## config.mk

```make
export PLATFORM = sky130hd
export DESIGN_NAME = upg_word_loader
export DESIGN_NICKNAME = d
export VERILOG_FILES = /design/src/rtl/upg_pkg.sv /design/src/rtl/upg_timeout_ctr.sv /design/src/rtl/upg_word_loader.sv
export SDC_FILE = /design/constraint.sdc
export NUM_CORES = 1
export LEC_CHECK = 0
export ABC_CLOCK_PERIOD_IN_PS = 6100
export CAP_MARGIN = 20
export CORE_MARGIN = 5
export CORE_UTILIZATION = 35
export CTS_BUF_LIST = sky130_fd_sc_hd__clkbuf_8
export DETAILED_ROUTE_END_ITERATION = 8
export PLACE_DENSITY = 0.56
export SETUP_SLACK_MARGIN = 0.4
export SYNTH_ARGS = -nofsm -noshare
export SYNTH_HDL_FRONTEND = slang
export SYNTH_SLANG_ARGS = --single-unit
```

## constraint.sdc

```tcl
create_clock -name clk -period 6.1 [get_ports clk]
set_input_delay 1.22 -clock clk [delete_from_list [all_inputs] [get_ports clk]]
set_output_delay 1.22 -clock clk [all_outputs]
set_load 0.01 [all_outputs]
```

## src/rtl/upg_pkg.sv

```systemverilog
// Shared types and helpers for the UART-programming (UPG) side of the memory loader.
package upg_pkg;

  typedef enum logic [2:0] {
    S_CNT0,
    S_CNT1,
    S_DATA,
    S_DONE,
    S_ERR
  } upg_state_e;

  localparam int UPG_ADDR_W      = 14;
  localparam int UPG_TIMEOUT_CYC = 100000;

  // Replace one little-endian byte lane of a 32-bit word.
  function automatic logic [31:0] put_lane(input logic [31:0] word,
                                           input logic [1:0]  lane,
                                           input logic [7:0]  b);
    logic [31:0] r;
    r = word;
    r[{lane, 3'b000} +: 8] = b;
    return r;
  endfunction

  // A packet may fill the target memory exactly but never exceed it.
  function automatic logic count_fits(input logic [15:0] n, input int addr_w);
    return ({16'b0, n} <= (32'd1 << addr_w));
  endfunction

endpackage

```

## src/rtl/upg_timeout_ctr.sv

```systemverilog
// Idle-cycle counter: clears on demand, otherwise counts up and saturates at the limit.
module upg_timeout_ctr
  import upg_pkg::*;
#(
  parameter int TIMEOUT_CYC = UPG_TIMEOUT_CYC
) (
  input  logic clk,
  input  logic rst_n,
  input  logic clr_i,
  input  logic en_i,
  output logic expire_o
);

  localparam int TO_W = $clog2(TIMEOUT_CYC);

  logic [TO_W-1:0] cnt_q, cnt_d;

  assign expire_o = (cnt_q == TO_W'(TIMEOUT_CYC - 1));

  always_comb begin
    cnt_d = cnt_q;
    if (clr_i) begin
      cnt_d = '0;
    end else if (en_i && !expire_o) begin
      cnt_d = cnt_q + TO_W'(1);
    end
  end

  always_ff @(posedge clk or negedge rst_n) begin
    if (!rst_n) begin
      cnt_q <= '0;
    end else begin
      cnt_q <= cnt_d;
    end
  end

endmodule

```

## src/rtl/upg_word_loader.sv

```systemverilog
// Decodes a length-prefixed UART byte stream into little-endian 32-bit memory writes.
module upg_word_loader
  import upg_pkg::*;
#(
  parameter int ADDR_W      = UPG_ADDR_W,
  parameter int TIMEOUT_CYC = UPG_TIMEOUT_CYC
) (
  input  logic              clk,
  input  logic              rst_n,
  input  logic              start_i,
  input  logic [7:0]        rx_data_i,
  input  logic              rx_valid_i,
  output logic              upg_wen_o,
  output logic [ADDR_W-1:0] upg_addr_o,
  output logic [31:0]       upg_data_o,
  output logic              upg_done_o,
  output logic              err_o,
  output logic              busy_o
);

  upg_state_e        state_q, state_d;
  logic [7:0]        cnt_lo_q, cnt_lo_d;
  logic [15:0]       words_left_q, words_left_d;
  logic [ADDR_W-1:0] waddr_q, waddr_d;
  logic [1:0]        byte_idx_q, byte_idx_d;
  logic [31:0]       asm_q, asm_d;
  logic              last_q, last_d;
  logic              wen_q, wen_d;
  logic [ADDR_W-1:0] addr_q, addr_d;
  logic [31:0]       data_q, data_d;
  logic              done_q, done_d;
  logic              err_q, err_d;

  logic [15:0] n_rx;
  logic [31:0] word_in;
  logic        timing;
  logic        to_expire;

  assign n_rx    = {rx_data_i, cnt_lo_q};
  assign word_in = put_lane(asm_q, byte_idx_q, rx_data_i);
  // The strobe cycle of the final word is not part of the idle window.
  assign timing  = (state_q == S_CNT1) || ((state_q == S_DATA) && !last_q);

  upg_timeout_ctr #(
    .TIMEOUT_CYC(TIMEOUT_CYC)
  ) u_timeout (
    .clk     (clk),
    .rst_n   (rst_n),
    .clr_i   (start_i || rx_valid_i || !timing),
    .en_i    (1'b1),
    .expire_o(to_expire)
  );

  always_comb begin
    state_d      = state_q;
    cnt_lo_d     = cnt_lo_q;
    words_left_d = words_left_q;
    waddr_d      = waddr_q;
    byte_idx_d   = byte_idx_q;
    asm_d        = asm_q;
    last_d       = last_q;
    wen_d        = 1'b0;
    addr_d       = addr_q;
    data_d       = data_q;
    done_d       = done_q;
    err_d        = err_q;

    if (start_i) begin
      state_d    = S_CNT0;
      done_d     = 1'b0;
      err_d      = 1'b0;
      byte_idx_d = '0;
      waddr_d    = '0;
      last_d     = 1'b0;
    end else begin
      unique case (state_q)
        S_CNT0: begin
          if (rx_valid_i) begin
            cnt_lo_d = rx_data_i;
            state_d  = S_CNT1;
          end
        end
        S_CNT1: begin
          if (rx_valid_i) begin
            if (n_rx == 16'd0) begin
              done_d  = 1'b1;
              state_d = S_DONE;
            end else if (!count_fits(n_rx, ADDR_W)) begin
              err_d   = 1'b1;
              state_d = S_ERR;
            end else begin
              words_left_d = n_rx;
              waddr_d      = '0;
              byte_idx_d   = '0;
              state_d      = S_DATA;
            end
          end else if (to_expire) begin
            err_d   = 1'b1;
            state_d = S_ERR;
          end
        end
        S_DATA: begin
          if (last_q) begin
            last_d  = 1'b0;
            done_d  = 1'b1;
            state_d = S_DONE;
          end else if (rx_valid_i) begin
            asm_d      = word_in;
            byte_idx_d = byte_idx_q + 2'd1;
            if (byte_idx_q == 2'd3) begin
              wen_d        = 1'b1;
              data_d       = word_in;
              addr_d       = waddr_q;
              waddr_d      = waddr_q + ADDR_W'(1);
              words_left_d = words_left_q - 16'd1;
              last_d       = (words_left_q == 16'd1);
            end
          end else if (to_expire) begin
            err_d   = 1'b1;
            state_d = S_ERR;
          end
        end
        default: ;
      endcase
    end
  end

  always_ff @(posedge clk or negedge rst_n) begin
    if (!rst_n) begin
      state_q      <= S_CNT0;
      cnt_lo_q     <= '0;
      words_left_q <= '0;
      waddr_q      <= '0;
      byte_idx_q   <= '0;
      asm_q        <= '0;
      last_q       <= 1'b0;
      wen_q        <= 1'b0;
      addr_q       <= '0;
      data_q       <= '0;
      done_q       <= 1'b0;
      err_q        <= 1'b0;
    end else begin
      state_q      <= state_d;
      cnt_lo_q     <= cnt_lo_d;
      words_left_q <= words_left_d;
      waddr_q      <= waddr_d;
      byte_idx_q   <= byte_idx_d;
      asm_q        <= asm_d;
      last_q       <= last_d;
      wen_q        <= wen_d;
      addr_q       <= addr_d;
      data_q       <= data_d;
      done_q       <= done_d;
      err_q        <= err_d;
    end
  end

  assign upg_wen_o  = wen_q;
  assign upg_addr_o = addr_q;
  assign upg_data_o = data_q;
  assign upg_done_o = done_q;
  assign err_o      = err_q;
  assign busy_o     = (state_q == S_CNT1) || (state_q == S_DATA);

endmodule

```

==> results of run 1 <==
power by group through the flow:
stage,registers (W),clock network (W),logic [W]
6_report,0.00106,0.000813,0.000206
5_1_grt,0.00107,0.000877,0.000231
4_1_cts,0.00106,0.000839,0.000207
3_5_place_dp,0.00108,0,0.000206
3_3_place_gp,0.00108,0,0.000204
2_1_floorplan,0.00105,0,0.000143
synthesized netlist by cell type, drive strengths merged, types with 3 or more instances:
library cell / count / area, sq um
a211oi: 3 / 22.5
a21boi: 3 / 26.3
a21o: 4 / 31.3
a21oi: 25 / 125
a221oi: 36 / 328
a22o: 36 / 315
a2bb2oi: 4 / 35.0
a31oi: 19 / 119
and2: 5 / 31.3
buf: 10 / 47.6
clkbuf: 39 / 146
clkinv: 3 / 11.3
dfrtp: 142 / 3550
ha: 10 / 125
inv: 17 / 63.8
mux2: 11 / 124
nand2: 66 / 248
nand2b: 3 / 18.8
nand3: 17 / 85.1
nand4: 5 / 31.3
nor2: 115 / 432
nor2b: 5 / 31.3
nor3: 13 / 65.1
nor3b: 4 / 30.0
nor4: 12 / 81.3
o211ai: 4 / 30.0
o21ai: 24 / 120
o221ai: 5 / 43.8
o22a: 4 / 35.0
o22ai: 3 / 18.8
o2bb2ai: 4 / 35.0
or2: 4 / 25.0
or3: 6 / 38.8
or4: 7 / 56.3
xnor2: 11 / 96.3
xor2: 4 / 35.0
flip-flops by register name, summed over array words and instances, names as in the netlist, 2 cells and up:
register and flops:
words_left_q 16, waddr_q 14, asm_q 32, state_q 3, byte_idx_q 2, cnt_lo_q 8, upg_addr_o 14, upg_data_o 32
u_timeout.cnt_q 17
layer usage:
layer  GRT usage [%]  vias up  share of wire (%)
met4            5.49        0                1.1
met2            25.0      181                 46
met5               0        -                  0
met1            23.6     2765                 49
li1                -     2668                  -
met3            3.22       14                4.7
worst paths after layout:
check                                    from               to  slack [ns]  cells past startpoint
worst max register to register     state_q[2]       waddr_q[9]        3.10                      4
worst min register to register  upg_addr_o[9]    upg_addr_o[9]        0.48                      2
max in group asynchronous               rst_n   upg_addr_o[12]        4.04                      2
worst min-delay path            upg_addr_o[9]    upg_addr_o[9]        0.48                      2
worst max-delay path             rx_data_i[3]  words_left_q[5]        2.51                      6
min in group asynchronous               rst_n        asm_q[16]        0.80                      1
through the flow:
| stage | total power, W | std cells | hold slack [ns] | util, % |
|---|---|---|---|---|
| final | 0.00208 | 1025 | 0.483 | 41.9 |
| after detailed placement | 0.00128 | 993 | 0.471 | 39.7 |
| after global routing | 0.00218 | 1025 | 0.514 | 41.9 |
| after CTS | 0.00210 | 1025 | 0.492 | 41.9 |
| after floorplan | 0.00120 | 708 | 0.452 | - |
| after global placement | 0.00128 | 992 | 0.470 | 39.7 |
cell type report:
type | instances | area (sq um)
Tap cell | 265 | 332
Inverter | 20 | 75.1
Clock inverter | 15 | 189
Multi-Input combinational cell | 497 | 3070
Clock buffer | 17 | 234
Sequential cell | 142 | 3550
Timing Repair Buffer | 69 | 669
Fill cell | 1931 | 11300
kinds of logic (layout without fill, tap and decap cells):
logic type | Yosys count | count (layout) | share of synthesized area, %
adders and majority gates | 10 | 10 | 1.82
AOI/OAI and AO/OA | 184 | 184 | 20.0
buffers and inverters | 69 | 121 | 3.91
DFF | 142 | 142 | 51.6
muxes | 12 | 12 | 1.94
xor gates and xnor gates | 15 | 15 | 1.91
and+or+nand+nor | 276 | 276 | 18.8
worst register-to-register path: cells and delay by family, from the launching register on:
kind | cells | cell delay, ns
flops | 1 | 0.62
simple gates | 2 | 1.09
compound gates | 2 | 1.14
==> results.yml, run 1 <==
status:
  status: "completed"
setup_path:
  cp-start-kind: "primary input"
  crit_path_end_kind: "register"
  worstSetupPathType: "primary input to register"
  cp_top_family: "simple AND/OR/NAND/NOR gates"
  crit_buf_inv: 1
  slowest_delay_ns: 0.68
  cp_slowest_cell: "clkdlybuf4s50_1"
  arrival_ns: 3.98
  required_ns: 6.50
  path_cells: "clkdlybuf4s50_1 -> nor4_1 -> and4_1 -> mux2_2 -> o21ai_1 -> o22a_1"
  worstPathMaxFanout: 13
pwr:
  combPwrFrac_pct: 9.9
  internal_power_w: 0.00147
  switchingPower_w: 0.000607
  vdd_ir_drop_max_v: 0.000136
  clkPwrFrac_pct: 39.1
  p_leak_nw: 3.45
  cellPowerDensity_nw_per_um2: 256
  sw_frac_of_total_pct: 29.2
  power_frac_seq_pct: 51.0
clocking:
  cts_buffer_depth: 2
  numCtsBuffers: 17
  clock-root-buffer: "clkbuf_8"
  htreeDepth: 4
  clkSinkCount: 142
  post-cts-setup-buffers: 0
  path_clk_slew_ns: 0.08
  cts_hold_buf: 0
  clk-insertion-delay-late_ns: 0.47
  cts_resized: 0
  cts_tree: "done"
flow_run:
  drv_cap: 0
timing:
  setup_tns_ns: 0
  fin_worst_skew_ns: 0.0179
  maxSlewViolCount: 0
  finalCritPeriodShare_pct: 58.8
  period_minus_slack_ns: 3.59
  rsz0062_at_grt: "false"
  final_hold_viol_count: 0
  worst_slew_pin_slew_ns: 1.02
  max_slew_margin_pct: 32.1
  finalSetupViolCount: 0
  max_freq_mhz: 279
  fin_ws_ns: 2.51
global_routing:
  grt_overflow: 0
  grt_pass1_wl_um: 29600
  antenna_found_initial: 0
  grt_max_degree: 83
  grt_util_all_layers_pct: 16.4
  grt_pass1_vias: 5579
yosys:
  ys.flop_type: "dfrtp_1"
  syn_avg_cell_area_sq_um: 9.73
  synth-edff-count: 0
  syn-cell-area_sq_um: 6890
  postSynth.asyncResetShare_pct: 100
  synth_nets: 730
  yosys_warnings: 0
  synth.distinct_cells: 66
  synth-seq-cells: 142
  yosysSeqAreaShare_pct: 51.6
  synth_cells: 708
layout:
  nets: 769
  final_cell_mix: "142 x dfrtp_1, 115 x nor2_1, 66 x nand2_1"
  area_delta_synth_final_pct: 17.9
  antenna_cells: 0
  drive_gt1_share_pct: 8.82
  layout_commonest_cell: "dfrtp_1"
  final_cell_area_sq_um: 8120
floorplan:
  ios: 62
  die_w_um: 150
  num_rows: 51
  start_util_pct: 35.5
  core_sq_um: 19400
  die_y_um: 150
  die-area_sq_um: 22600
drt:
  dr.pass1.iters: 5
  wl_per_cell_um: 17.3
  drcViolationCount: 0
  ant_nets: 0
  num_vias: 5628
  via_per_inst: 5.49
  finalWirelength_um: 17700
  drt-initial-drc-count: 478
placed_design:
  port_buffers: 61
  placed_area_sq_um: 7700
  place_congestion: 0.823
  hpwl_um: 11800
  dpl_worst_slack_ns: 2.07
hold_path:
  hold_path.class: "register to register"
No activity file was read; power rests on OpenSTA's default activity.
==> run 2, diff against run 1 <==
- ABC_CLOCK_PERIOD_IN_PS: 6100 -> 3200
- PLACE_DENSITY: 0.56 -> 0.58
- clock period: 6.1 -> 3.2 ns (I/O delays scaled with it)
==> results.yml, run 2 (synthesized netlist as in run 1, its figures left out) <==
floorplan:
  die_y_um: 150
  core_sq_um: 19400
  num_rows: 51
  start_util_pct: 35.5
  die-area_sq_um: 22600
  ios: 62
  die_w_um: 150
timing:
  finalCritPeriodShare_pct: 82.1
  rsz0062_at_grt: "false"
  final_hold_viol_count: 0
  max_freq_mhz: 381
  max_slew_margin_pct: 49.1
  finalSetupViolCount: 0
  fin_ws_ns: 0.572
  maxSlewViolCount: 0
  worst_slew_pin_slew_ns: 0.756
  fin_worst_skew_ns: 0.0138
  setup_tns_ns: 0
  period_minus_slack_ns: 2.63
setup_path:
  required_ns: 2.56
  r2r-end: "words_left_q[14]"
  arrival_ns: 1.99
  r2r_slack_ns: 0.73
  cp_slowest_cell: "clkdlybuf4s50_1"
  timing.rr.start: "words_left_q[0]"
  crit_path_start: "state_q[0]"
  reg2regPathDepth: 7
  cp-start-kind: "register"
  path_cells: "xor2_1 -> nor2b_1 -> clkdlybuf4s50_1"
  worstSetupPathType: "register to output pin"
  crit_path_end_kind: "output pin"
  slowest_delay_ns: 0.57
  worstPathMaxFanout: 13
placed_design:
  port_buffers: 61
  place_congestion: 0.786
  hpwl_um: 12500
  dpl_worst_slack_ns: 0.303
layout:
  area_delta_synth_final_pct: 21.8
  seqCellArea_sq_um: 3560
  final_cell_mix: "140 x dfrtp_1, 115 x nor2_1, 66 x nand2_1"
  antenna_cells: 0
  nets: 796
  fillers: 1864
  layout_commonest_cell: "dfrtp_1"
  drive_gt1_share_pct: 12.1
  fin_util_pct: 43.2
  multi_input_area_sq_um: 3070
clocking:
  cts_buffer_depth: 2
  clkSinkCount: 142
  htreeDepth: 4
  numCtsBuffers: 17
  post-cts-setup-buffers: 0
  cts_hold_buf: 0
  clk-insertion-delay-late_ns: 0.45
  path_clk_slew_ns: 0.08
  cts_tree: "done"
  clock-root-buffer: "clkbuf_8"
global_routing:
  grt_pass1_vias: 5810
  grt_max_degree: 53
  grt_pass1_wl_um: 30100
  antenna_found_initial: 0
  grt_util_all_layers_pct: 16.7
  grt_overflow: 0
drt:
  drcViolationCount: 0
  finalWirelength_um: 18100
  dr.pass1.iters: 5
  ant_nets: 0
  drt-initial-drc-count: 507
  num_vias: 5866
  wl_per_cell_um: 17.2
  via_per_inst: 5.58
status:
  status: "completed"
pwr:
  vdd_ir_drop_max_v: 0.000227
  p_leak_nw: 3.61
  finalPower_w: 0.00412
  cellPowerDensity_nw_per_um2: 491
hold_path:
  hold_path.class: "primary input to async pin"
flow_run:
  drv_cap: 0
-- run 2: cell types whose count changed in the layout (fill, tap and decap cells not counted), sizes merged --
cell / change
inv: -11
bufinv: +3
buf: +27
clkbuf: +4
clkinv: +3
-- run 2: layout make-up --
cell class / instances / area share, %
sequential: 142 / 42.4
multi-input combinational: 497 / 36.6
timing repair buffer: 96 / 10.6
tap: 265 / 3.95
clock buffer: 21 / 3.45
clock inverter: 10 / 2.18
inverter: 20 / 0.895
-- run 2: report_power, final --
| group | switching (W) | internal (W) |
|---|---|---|
| Combinational | 0.000229 | 0.000185 |
| Sequential | 0.000124 | 0.00190 |
| Clock | 0.000674 | 0.00101 |
| Total | 0.00103 | 0.00309 |
-- run 2: worst max path at each step --
| stage | to | slack [ns] |
|---|---|---|
| 4_1_cts | busy_o | 0.45 |
| 3_3_place_gp | words_left_q[10] | 0.33 |
| 2_1_floorplan | words_left_q[1] | 0.88 |
| 6_report | busy_o | 0.57 |
| 5_1_grt | busy_o | 0.49 |
| 3_5_place_dp | words_left_q[2] | 0.30 |
-- run 2: critical path, delay by kind of cell, from the launching register on --
kind                   cells  cell delay (ns)
buffers and inverters      1             0.57
XOR/XNOR                   1             0.24
flip-flops                 1             0.51
AND/OR/NAND/NOR            1             0.22
-- run 2: layer usage --
| layer | wire length (um) | track usage (%) |
|---|---|---|
| met3 | 974 | 4.27 |
| met4 | 483 | 7.27 |
| met5 | 0 | 0 |
| met2 | 8480 | 25.8 |
| met1 | 8180 | 22.3 |
-- run 2: through the flow --
step	area [sq um]	hold WS [ns]	instances
floorplan	6890	0.344	708
global placement	7920	0.461	1020
detailed placement	7920	0.466	1020
CTS	8390	0.134	1051
global route	8390	0.154	1051
finish	8390	0.142	1051
-- run 2: timing repair --
| item | 4_1_cts | 5_1_grt |
|---|---|---|
| setup endpoints to repair | 0 | 1 |
| resized for setup | 0 | 2 |
| hold endpoints to repair | 0 | 0 |
